## src/rtl/div_pkg.sv

```systemverilog
// Shared widths, FSM encoding and the reciprocal factor table for recip_divider.
package div_pkg;

  localparam int unsigned DW      = 16;
  localparam int unsigned VW      = 8;
  localparam int unsigned MAX_DIV = 30;

  typedef struct packed {
    logic [15:0] mul;
    logic [4:0]  shift;
  } factor_t;

  typedef factor_t [31:0] factor_tab_t;

  typedef enum logic [2:0] {StIdle, StMul, StCheck, StFix, StHold} state_e;

  // Unsupported divisors map to the identity factor; the FSM flags them separately.
  function automatic factor_t factor_of(int unsigned d);
    factor_t f;
    f.mul   = 16'd1;
    f.shift = 5'd0;
    if (d != 0 && d <= MAX_DIV) begin
      if ((d & (d - 1)) == 0) begin
        for (int unsigned s = 0; s < 5; s++) begin
          if ((32'd1 << s) == d) f.shift = 5'(s);
        end
      end else if (d == 3) begin
        f.mul   = 16'd21845;
        f.shift = 5'd16;
      end else begin
        f.mul   = 16'((32'd131072 + d) / (2 * d));
        f.shift = 5'd16;
      end
    end
    return f;
  endfunction

  function automatic factor_tab_t build_factor_tab();
    factor_tab_t t;
    for (int unsigned d = 0; d < 32; d++) begin
      t[5'(d)] = factor_of(d);
    end
    return t;
  endfunction

  localparam factor_tab_t FACTOR_TAB = build_factor_tab();

endpackage

```

## src/rtl/serial_mul16.sv

```systemverilog
// 16x16 shift-add multiplier: one multiplier bit per cycle, done pulses on the 16th step.
module serial_mul16 (
  input  logic        clk_i,
  input  logic        rst_n,
  input  logic        start_i,
  input  logic [15:0] a_i,
  input  logic [15:0] b_i,
  output logic        done_o,
  output logic [31:0] prod_o
);

  logic [31:0] acc_q, acc_d;
  logic [31:0] a_sh_q, a_sh_d;
  logic [15:0] b_q, b_d;
  logic [3:0]  cnt_q, cnt_d;
  logic        busy_q, busy_d;

  always_comb begin
    acc_d  = acc_q;
    a_sh_d = a_sh_q;
    b_d    = b_q;
    cnt_d  = cnt_q;
    busy_d = busy_q;
    if (start_i) begin
      acc_d  = '0;
      a_sh_d = {16'b0, a_i};
      b_d    = b_i;
      cnt_d  = '0;
      busy_d = 1'b1;
    end else if (busy_q) begin
      if (b_q[0]) acc_d = acc_q + a_sh_q;
      a_sh_d = a_sh_q << 1;
      b_d    = b_q >> 1;
      cnt_d  = cnt_q + 4'd1;
      if (cnt_q == 4'd15) busy_d = 1'b0;
    end
  end

  always_ff @(posedge clk_i or negedge rst_n) begin
    if (!rst_n) begin
      acc_q  <= '0;
      a_sh_q <= '0;
      b_q    <= '0;
      cnt_q  <= '0;
      busy_q <= 1'b0;
    end else begin
      acc_q  <= acc_d;
      a_sh_q <= a_sh_d;
      b_q    <= b_d;
      cnt_q  <= cnt_d;
      busy_q <= busy_d;
    end
  end

  assign done_o = busy_q && (cnt_q == 4'd15);
  assign prod_o = acc_q;

endmodule

```

## src/rtl/recip_divider.sv

```systemverilog
// Floor divider by 1..30 using a reciprocal multiply-and-shift plus a single +/-1 correction.
module recip_divider import div_pkg::*; (
  input  logic          clk_i,
  input  logic          rst_n,
  input  logic          in_valid_i,
  output logic          in_ready_o,
  input  logic [DW-1:0] dividend_i,
  input  logic [VW-1:0] divisor_i,
  output logic          out_valid_o,
  input  logic          out_ready_i,
  output logic [DW-1:0] quotient_o,
  output logic [VW-1:0] remainder_o,
  output logic          err_o
);

  state_e              state_q, state_d;
  logic [DW-1:0]       dividend_q, dividend_d;
  logic [VW-1:0]       divisor_q, divisor_d;
  logic [4:0]          shift_q, shift_d;
  logic                bad_q, bad_d;
  logic [DW-1:0]       q0_q, q0_d;
  logic signed [17:0]  r_q, r_d;
  logic [DW-1:0]       quot_q, quot_d;
  logic [VW-1:0]       rem_q, rem_d;
  logic                err_q, err_d;

  logic                mul_start, mul_done;
  logic [31:0]         prod;
  factor_t             factor_in;
  logic                bad_in;
  logic [DW-1:0]       q0_c;
  logic [23:0]         qd;
  logic signed [24:0]  r_wide;

  serial_mul16 u_mul (
    .clk_i   (clk_i),
    .rst_n   (rst_n),
    .start_i (mul_start),
    .a_i     (dividend_i),
    .b_i     (factor_in.mul),
    .done_o  (mul_done),
    .prod_o  (prod)
  );

  always_comb begin
    bad_in    = (divisor_i == '0) || (divisor_i > VW'(MAX_DIV));
    factor_in = bad_in ? '{mul: 16'd1, shift: 5'd0} : FACTOR_TAB[divisor_i[4:0]];
    q0_c      = DW'(prod >> shift_q);
    qd        = {8'b0, q0_c} * {16'b0, divisor_q};
    r_wide    = $signed({9'b0, dividend_q}) - $signed({1'b0, qd});
  end

  always_comb begin
    state_d    = state_q;
    dividend_d = dividend_q;
    divisor_d  = divisor_q;
    shift_d    = shift_q;
    bad_d      = bad_q;
    q0_d       = q0_q;
    r_d        = r_q;
    quot_d     = quot_q;
    rem_d      = rem_q;
    err_d      = err_q;
    mul_start  = 1'b0;
    case (state_q)
      StIdle: begin
        if (in_valid_i) begin
          mul_start  = 1'b1;
          dividend_d = dividend_i;
          divisor_d  = divisor_i;
          shift_d    = factor_in.shift;
          bad_d      = bad_in;
          state_d    = StMul;
        end
      end
      StMul: if (mul_done) state_d = StCheck;
      StCheck: begin
        q0_d    = q0_c;
        r_d     = r_wide[17:0];
        state_d = StFix;
      end
      StFix: begin
        err_d = bad_q;
        if (bad_q) begin
          quot_d = 16'hFFFF;
          rem_d  = '0;
        end else if (r_q[17]) begin
          quot_d = q0_q - 16'd1;
          rem_d  = r_q[7:0] + divisor_q;
        end else if (r_q[16:0] >= {9'b0, divisor_q}) begin
          quot_d = q0_q + 16'd1;
          rem_d  = r_q[7:0] - divisor_q;
        end else begin
          quot_d = q0_q;
          rem_d  = r_q[7:0];
        end
        state_d = StHold;
      end
      StHold: if (out_ready_i) state_d = StIdle;
      default: state_d = StIdle;
    endcase
  end

  always_ff @(posedge clk_i or negedge rst_n) begin
    if (!rst_n) begin
      state_q    <= StIdle;
      dividend_q <= '0;
      divisor_q  <= '0;
      shift_q    <= '0;
      bad_q      <= 1'b0;
      q0_q       <= '0;
      r_q        <= '0;
      quot_q     <= '0;
      rem_q      <= '0;
      err_q      <= 1'b0;
    end else begin
      state_q    <= state_d;
      dividend_q <= dividend_d;
      divisor_q  <= divisor_d;
      shift_q    <= shift_d;
      bad_q      <= bad_d;
      q0_q       <= q0_d;
      r_q        <= r_d;
      quot_q     <= quot_d;
      rem_q      <= rem_d;
      err_q      <= err_d;
    end
  end

  assign in_ready_o  = (state_q == StIdle);
  assign out_valid_o = (state_q == StHold);
  assign quotient_o  = quot_q;
  assign remainder_o = rem_q;
  assign err_o       = err_q;

endmodule

```

## config.mk

```make
export PLATFORM = sky130hd
export DESIGN_NAME = recip_divider
export DESIGN_NICKNAME = d
export VERILOG_FILES = /design/src/rtl/div_pkg.sv /design/src/rtl/serial_mul16.sv /design/src/rtl/recip_divider.sv
export SDC_FILE = /design/constraint.sdc
export NUM_CORES = 1
export LEC_CHECK = 0
export CORE_UTILIZATION = 65
export CTS_CLUSTER_DIAMETER = 150
export CTS_CLUSTER_SIZE = 16
export DETAILED_ROUTE_END_ITERATION = 16
export HOLD_SLACK_MARGIN = 0.08
export PLACE_DENSITY = 0.91
export RECOVER_POWER = 25
export SLEW_MARGIN = 15
export SYNTH_ARGS = -nofsm -noshare
export SYNTH_HDL_FRONTEND = slang
export SYNTH_SLANG_ARGS = --single-unit
```

## constraint.sdc

```tcl
create_clock -name clk_i -period 16.3 [get_ports clk_i]
set_input_delay 3.26 -clock clk_i [delete_from_list [all_inputs] [get_ports clk_i]]
set_output_delay 3.26 -clock clk_i [all_outputs]
set_load 0.1 [all_outputs]
```

==> out/metrics.yaml, run 1 <==
status:
  status: "finished, violations left"
  violations: "design-rule violations, max-capacitance violations, max-slew violations"
setup_path:
  crit_chain: "clkbuf_1"
  crit_path_start_kind: "primary input"
  crit_path_end_kind: "asynchronous set/reset pin"
  reg2reg_slack_ps: 8530
  crit_buf_inv: 1
  cpLargestDelayFamily: "buffers and inverters"
  critPathMaxFanout: 98
  slowest_stage: "clkbuf_1"
  reg2regPathDepth: 19
  rr_endpoint: "r_q[15]$_DFFE_PN0N_"
  r2r_start: "shift_q[0]$_DFFE_PN0P_"
  slowest_delay_ps: 3670
  worstPathArrival_ps: 6990
  worst-setup-path-type: "primary input to asynchronous set/reset pin"
  cp.required_ps: 15150
cts:
  post_cts_buffers: 0
  h-tree-depth: 4
  clock-root-buffer: "clkbuf_16"
  numCtsBuffers: 17
  cts_num_sinks: 175
  clkTransAtPathRegs_ps: 70
  cts_buffer_depth: 2
  clk-insertion-delay-late_ps: 450
  cts_resized: 0
  ctsHoldBuffers: 0
  cts_tree: "done"
timing:
  hold_violations: 0
  setup_tns_ps: 0
  maxSlewViolCount: 99
  skew_ps: 14.7
  period_needed_ps: 8140
  tightest_slew_ps: 5360
  slew-limit-headroom_pct: -257
  timing.fmax_mhz: 123
  rsz0062_at_grt: "no"
  whs_ps: 474
  worst_slack_ps: 8160
  setup_viol: 0
  finalCritPeriodShare_pct: 49.9
die:
  die_x_um: 153
  io_pins: 55
  fp.dieArea_um2: 23300
  initial_core_util_pct: 67.1
  die_h_um: 153
  row_count: 54
  core_area_um2: 22000
synth:
  yosysWarnings: 0
  synth-async-reset-ratio_pct: 100
  syn_nets: 1903
  synthCells: 1701
  ys.flop_type: "dfrtp_1"
  post_synth_num_cell_types: 74
  synth_area_leaders: "dfrtp_1 30%, fa_1 12%, ha_1 7.3%"
  synth-seq-cells: 175
  synth_edf_count: 0
  ys_seq_area_share_pct: 29.7
  synthesis.area_um2: 14800
  netlist.area_leader.share_pct: 29.7
  yosys.area.top_type: "dfrtp_1"
  syn_avg_cell_area_um2: 8.68
worst_hold_path:
  min_path_type: "register to register"
  hold_depth: 2
  hp-start: "quotient_o[4]$_DFFE_PN0P_"
  min_to: "quotient_o[4]$_DFFE_PN0P_"
finish:
  final_common_cell: "nand2_1"
  drive_gt1_share_pct: 4.48
  final_nets: 1908
  diodes: 0
  syn2layout_area_growth_pct: 8.74
  fill_cells: 1565
  final_cell_mix: "235 x nand2_1, 174 x dfrtp_1, 160 x inv_1, 133 x nor2_1, 114 x o21ai_0"
  seqCellArea_um2: 4380
  multi_input_area_um2: 9460
placement:
  io_buffers: 54
  dp_hpwl_mm: 27.6
  gp_congestion: 0.941
  dp_slack_ps: 9560
drt:
  avgViaCountPerCell: 6.44
  detail-route-antenna-nets: 0
  via_count: 12900
  drt_wl_total_mm: 39.1
  drc: 4
  wl_per_cell_um: 19.5
  first_iter_violations: 1231
  dr.pass1.iters: 11
global_routing:
  grt_pass1_wl_mm: 64.7
  antenna_found_initial: 0
  grt_start_max_net_pins: 99
  grt_pass1_vias: 13000
  gr-total-overflow: 0
  grt_usage_pct: 34.8
job:
  drv_cap: 1
synth_stat cells (4+ instances only):
master	number
o21a_1	15
o31a_1	5
and3_1	6
mux2i_1	72
nor2_1	133
o32ai_1	4
xnor2_1	38
inv_1	160
a22oi_1	5
nor3b_1	4
clkbuf_1	61
o21ai_0	112
dfrtp_1	175
mux2_2	12
a21o_1	20
mux4_2	7
o21ai_1	7
o41ai_1	5
o22ai_1	15
o31ai_1	16
buf_1	11
xor2_1	27
a22o_1	5
nand4_1	9
or2_2	8
a211o_1	5
buf_2	4
nor3_1	30
nand2b_1	21
nand3_1	24
nor4_1	7
a21oi_1	101
nor2b_1	10
o21bai_1	8
or3_1	11
a211oi_1	13
or4_1	6
fa_1	88
nand2_1	235
and2_1	53
ha_1	86
a31oi_1	19
layer usage:
metal  track usage (%)  wire, µm
met1              43.8     15500
met3              5.97      3120
met2              58.0     18600
met4              18.0      1770
met5                 0         0
per-stage QoR:
stage / cell area, µm² / instances / util, %
after global routing: 16100 / 1999 / 72.9
after floorplan: 14800 / 1701 / -
after detailed placement: 15400 / 1967 / 70.0
final: 16100 / 1999 / 72.9
after CTS: 16100 / 1999 / 73.0
after global placement: 15400 / 1967 / 70.0
layout make-up:
cell class	instances	area share (%)
inverter	162	3.79
multi-input combinational	1285	58.9
sequential	175	27.3
timing repair buffer	65	3.82
tap	280	2.18
clock buffer	19	2.82
clock inverter	13	1.22
worst register-to-register path: cells and delay by family, from the launching register on:
family | cells | cell delay (ps)
and+or+nand+nor | 4 | 890
xor gates and xnor gates | 1 | 200
adders and majority gates | 5 | 2340
AOI/OAI and AO/OA | 4 | 1780
muxes | 1 | 680
buffers and inverters | 4 | 1260
DFF | 1 | 470
how the worst max path moves through the flow:
stage                                 from                endpoint  cells after the start
floorplan           shift_q[0]$_DFFE_PN0P_     r_q[17]$_DFFE_PN0N_                     24
global placement    shift_q[1]$_DFFE_PN0P_     r_q[17]$_DFFE_PN0N_                     21
detailed placement  shift_q[1]$_DFFE_PN0P_     r_q[15]$_DFFE_PN0N_                     21
CTS                 shift_q[1]$_DFFE_PN0P_     r_q[15]$_DFFE_PN0N_                     21
global route                         rst_n  u_mul.busy_q$_DFF_PN0_                      1
finish                               rst_n  u_mul.busy_q$_DFF_PN0_                      1
cells by family (layout without fill, tap and decap cells):
family                     Yosys count  count (layout)  share of synthesized area (%)
AOI/OAI and AO/OA                  384             384                           16.0
xor gates and xnor gates            66              66                           4.01
adders and majority gates          174             174                           19.2
buffers and inverters              241             259                           6.29
DFF                                175             175                           29.7
muxes                               93              93                           7.17
and+or+nand+nor                    568             568                           17.6
state kept, by name, summed over array words and instances (netlist names):
name	cells
q0_q	16
u_mul.b_q	15
state_q	3
quotient_o	16
u_mul.prod_o	32
r_q	18
err_o	1
shift_q	4
bad_q	1
remainder_o	8
u_mul.cnt_q	4
divisor_q	8
dividend_q	16
u_mul.busy_q	1
u_mul.a_sh_q	32
Power of run 1 is not shown: default switching activity piles up to over one toggle a cycle in this logic, so the estimate is an artifact.
==> run 2, diff against run 1 <==
- CORE_UTILIZATION: 65 -> 57
- PLACE_DENSITY: 0.91 -> 0.85
- clock period: 16.3 -> 7.43 ns (I/O delays scaled with it)
==> run 2 against run 1 <==
  * Utilization shrank 9.2 points
  * The run ends with max-capacitance violations, max-slew violations left
  * Largest cell class unchanged
  * Via count shrank 3.3%
  * Hold slack lost 1.4 ps
  * Critical path type is now register to register
  * Non-clock buffer count grew 7
  * Die area grew 14%
==> out/metrics.yaml, run 2 (synthesis gave the netlist of run 1 again) <==
placement:
  dpl.cell_count: 2024  # +2.9%
  dp_slack_ps: 705  # -8860 ps
  io_buffers: 54  # unchanged
  dp_hpwl_mm: 27.6  # +0.28%
  gp_congestion: 0.917  # -2.5%
global_routing:
  grt_pass1_vias: 12500  # -4.1%
  gr-total-overflow: 0  # unchanged
  antenna_found_initial: 0  # unchanged
  grt_start_max_net_pins: 102  # +3.0%
  grt_pass1_wl_mm: 62.5  # -3.4%
  grt_usage_pct: 29.7  # -5.2 points
drt:
  avgViaCountPerCell: 6.05  # -5.9%
  wl_per_cell_um: 18.3  # -6.1%
  dr.pass1.iters: 6  # -5
  first_iter_violations: 1097  # -11%
  via_count: 12400  # -3.3%
  drc: 0  # -4
  detail-route-antenna-nets: 0  # unchanged
  drt_wl_total_mm: 37.7  # -3.5%
finish:
  final_nets: 1915  # +0.37%
  multi_input_area_um2: 9460  # about the same
  diodes: 0  # unchanged
  final_cell_mix: "235 x nand2_1, 175 x dfrtp_1, 160 x inv_1, 133 x nor2_1, 112 x o21ai_0"
  final_cells: 2056  # +2.9%
  seqCellArea_um2: 4380  # about the same
  final_common_cell: "nand2_1"
  fill_cells: 2055  # +31%
  drive_gt1_share_pct: 5.27  # +0.79 points
  syn2layout_area_growth_pct: 9.34
setup_path:
  reg2regPathDepth: 23  # +4
  rr_endpoint: "r_q[15]$_DFFE_PN0N_"
  reg2reg_slack_ps: 600  # -7930 ps
  cp.required_ps: 7710  # -7440 ps
  crit_start: "shift_q[4]$_DFFE_PN0P_"
  crit_path_end_kind: "register"
  worst-setup-path-type: "register to register"
  critPathMaxFanout: 23  # -77%
  crit_path_start_kind: "register"
  r2r_start: "shift_q[4]$_DFFE_PN0P_"
  worstPathArrival_ps: 7110  # +120 ps
timing:
  worst_slack_ps: 605  # -7560 ps
  period_needed_ps: 6830
  hold_violations: 0  # unchanged
  skew_ps: 13.7  # -0.965 ps
  finalCritPeriodShare_pct: 91.9
  setup_viol: 0  # unchanged
  tightest_slew_ps: 5440  # +78.9 ps
  setup_tns_ps: 0  # unchanged
  timing.fmax_mhz: 147
  maxSlewViolCount: 102  # +3.0%
  rsz0062_at_grt: "no"
  slew-limit-headroom_pct: -262  # -5.3 points
die:
  fp.dieArea_um2: 26600  # +14%
  die_x_um: 163  # +6.7%
  die_h_um: 163  # +6.7%
  core_area_um2: 25300  # +15%
  io_pins: 55  # unchanged
  initial_core_util_pct: 58.3  # -8.7 points
  row_count: 58  # +7.4%
cts:
  cts_num_sinks: 175  # unchanged
  cts_tree: "done"
  ctsHoldBuffers: 0  # unchanged
  post_cts_buffers: 0  # unchanged
  clkTransAtPathRegs_ps: 70  # about the same
  numCtsBuffers: 17  # unchanged
  cts_resized: 0  # unchanged
  clock-root-buffer: "clkbuf_16"
  cts_buffer_depth: 2  # unchanged
  clk-insertion-delay-late_ps: 450  # about the same
  h-tree-depth: 4  # unchanged
worst_hold_path:
  hp-start: "quotient_o[4]$_DFFE_PN0P_"
  hold_depth: 2  # unchanged
  min_path_type: "register to register"
  min_to: "quotient_o[4]$_DFFE_PN0P_"
job:
  drv_cap: 1  # unchanged
status:
  violations: "max-capacitance violations, max-slew violations"
  status: "finished, violations left"
-- run 2: critical path, stage by stage, from the launching register on --
cell and delay, ps:
dfrtp_1 950, mux2_2 320, nor2_1 40, a21oi_1 190, nand2_1 70, o21ai_0 120
nor2_1 80, a21oi_1 690, and2_1 240, fa_1 400, inv_1 90, fa_1 440
fa_1 490, inv_1 50, fa_1 530, inv_1 40, ha_1 350, a21oi_1 140
o21ai_1 120, or4_1 450, a221oi_1 460, a21boi_1 160, xnor2_1 150, o21ai_0 90
-- run 2: per-stage QoR --
stage	util [%]	area (µm²)	hold slack [ps]
finish	63.8	16100	473
global route	63.8	16100	514
CTS	63.8	16200	479
detailed placement	61.4	15500	461
global placement	61.4	15500	460
floorplan	-	14800	449
-- run 2: how the worst max path moves through the flow --
stage / end / slack (ps) / cells after the start
floorplan: r_q[17]$_DFFE_PN0N_ / 1360 / 24
finish: r_q[15]$_DFFE_PN0N_ / 600 / 23
global placement: r_q[17]$_DFFE_PN0N_ / 830 / 21
global route: u_mul.prod_o[5]$_DFFE_PN0P_ / 80 / 1
CTS: r_q[15]$_DFFE_PN0N_ / 690 / 21
detailed placement: r_q[15]$_DFFE_PN0N_ / 700 / 23
-- run 2: layout make-up --
cell class	instances	area share, %
Multi-Input combinational cell	1285	58.6
Sequential cell	175	27.1
Timing Repair Buffer	72	4.15
Inverter	162	3.77
Clock buffer	18	2.72
Tap cell	330	2.56
Clock inverter	14	1.08
-- run 2: routing by layer --
| metal | vias up | track usage (%) | part of all wire (%) |
|---|---|---|---|
| met4 | 0 | 11.5 | 3.1 |
| li1 | 5803 | - | - |
| met1 | 6036 | 38.8 | 42 |
| met5 | - | 0 | 0 |
| met2 | 509 | 49.6 | 49 |
| met3 | 101 | 4.56 | 5.9 |
Power of run 2 is left out for the same reason.
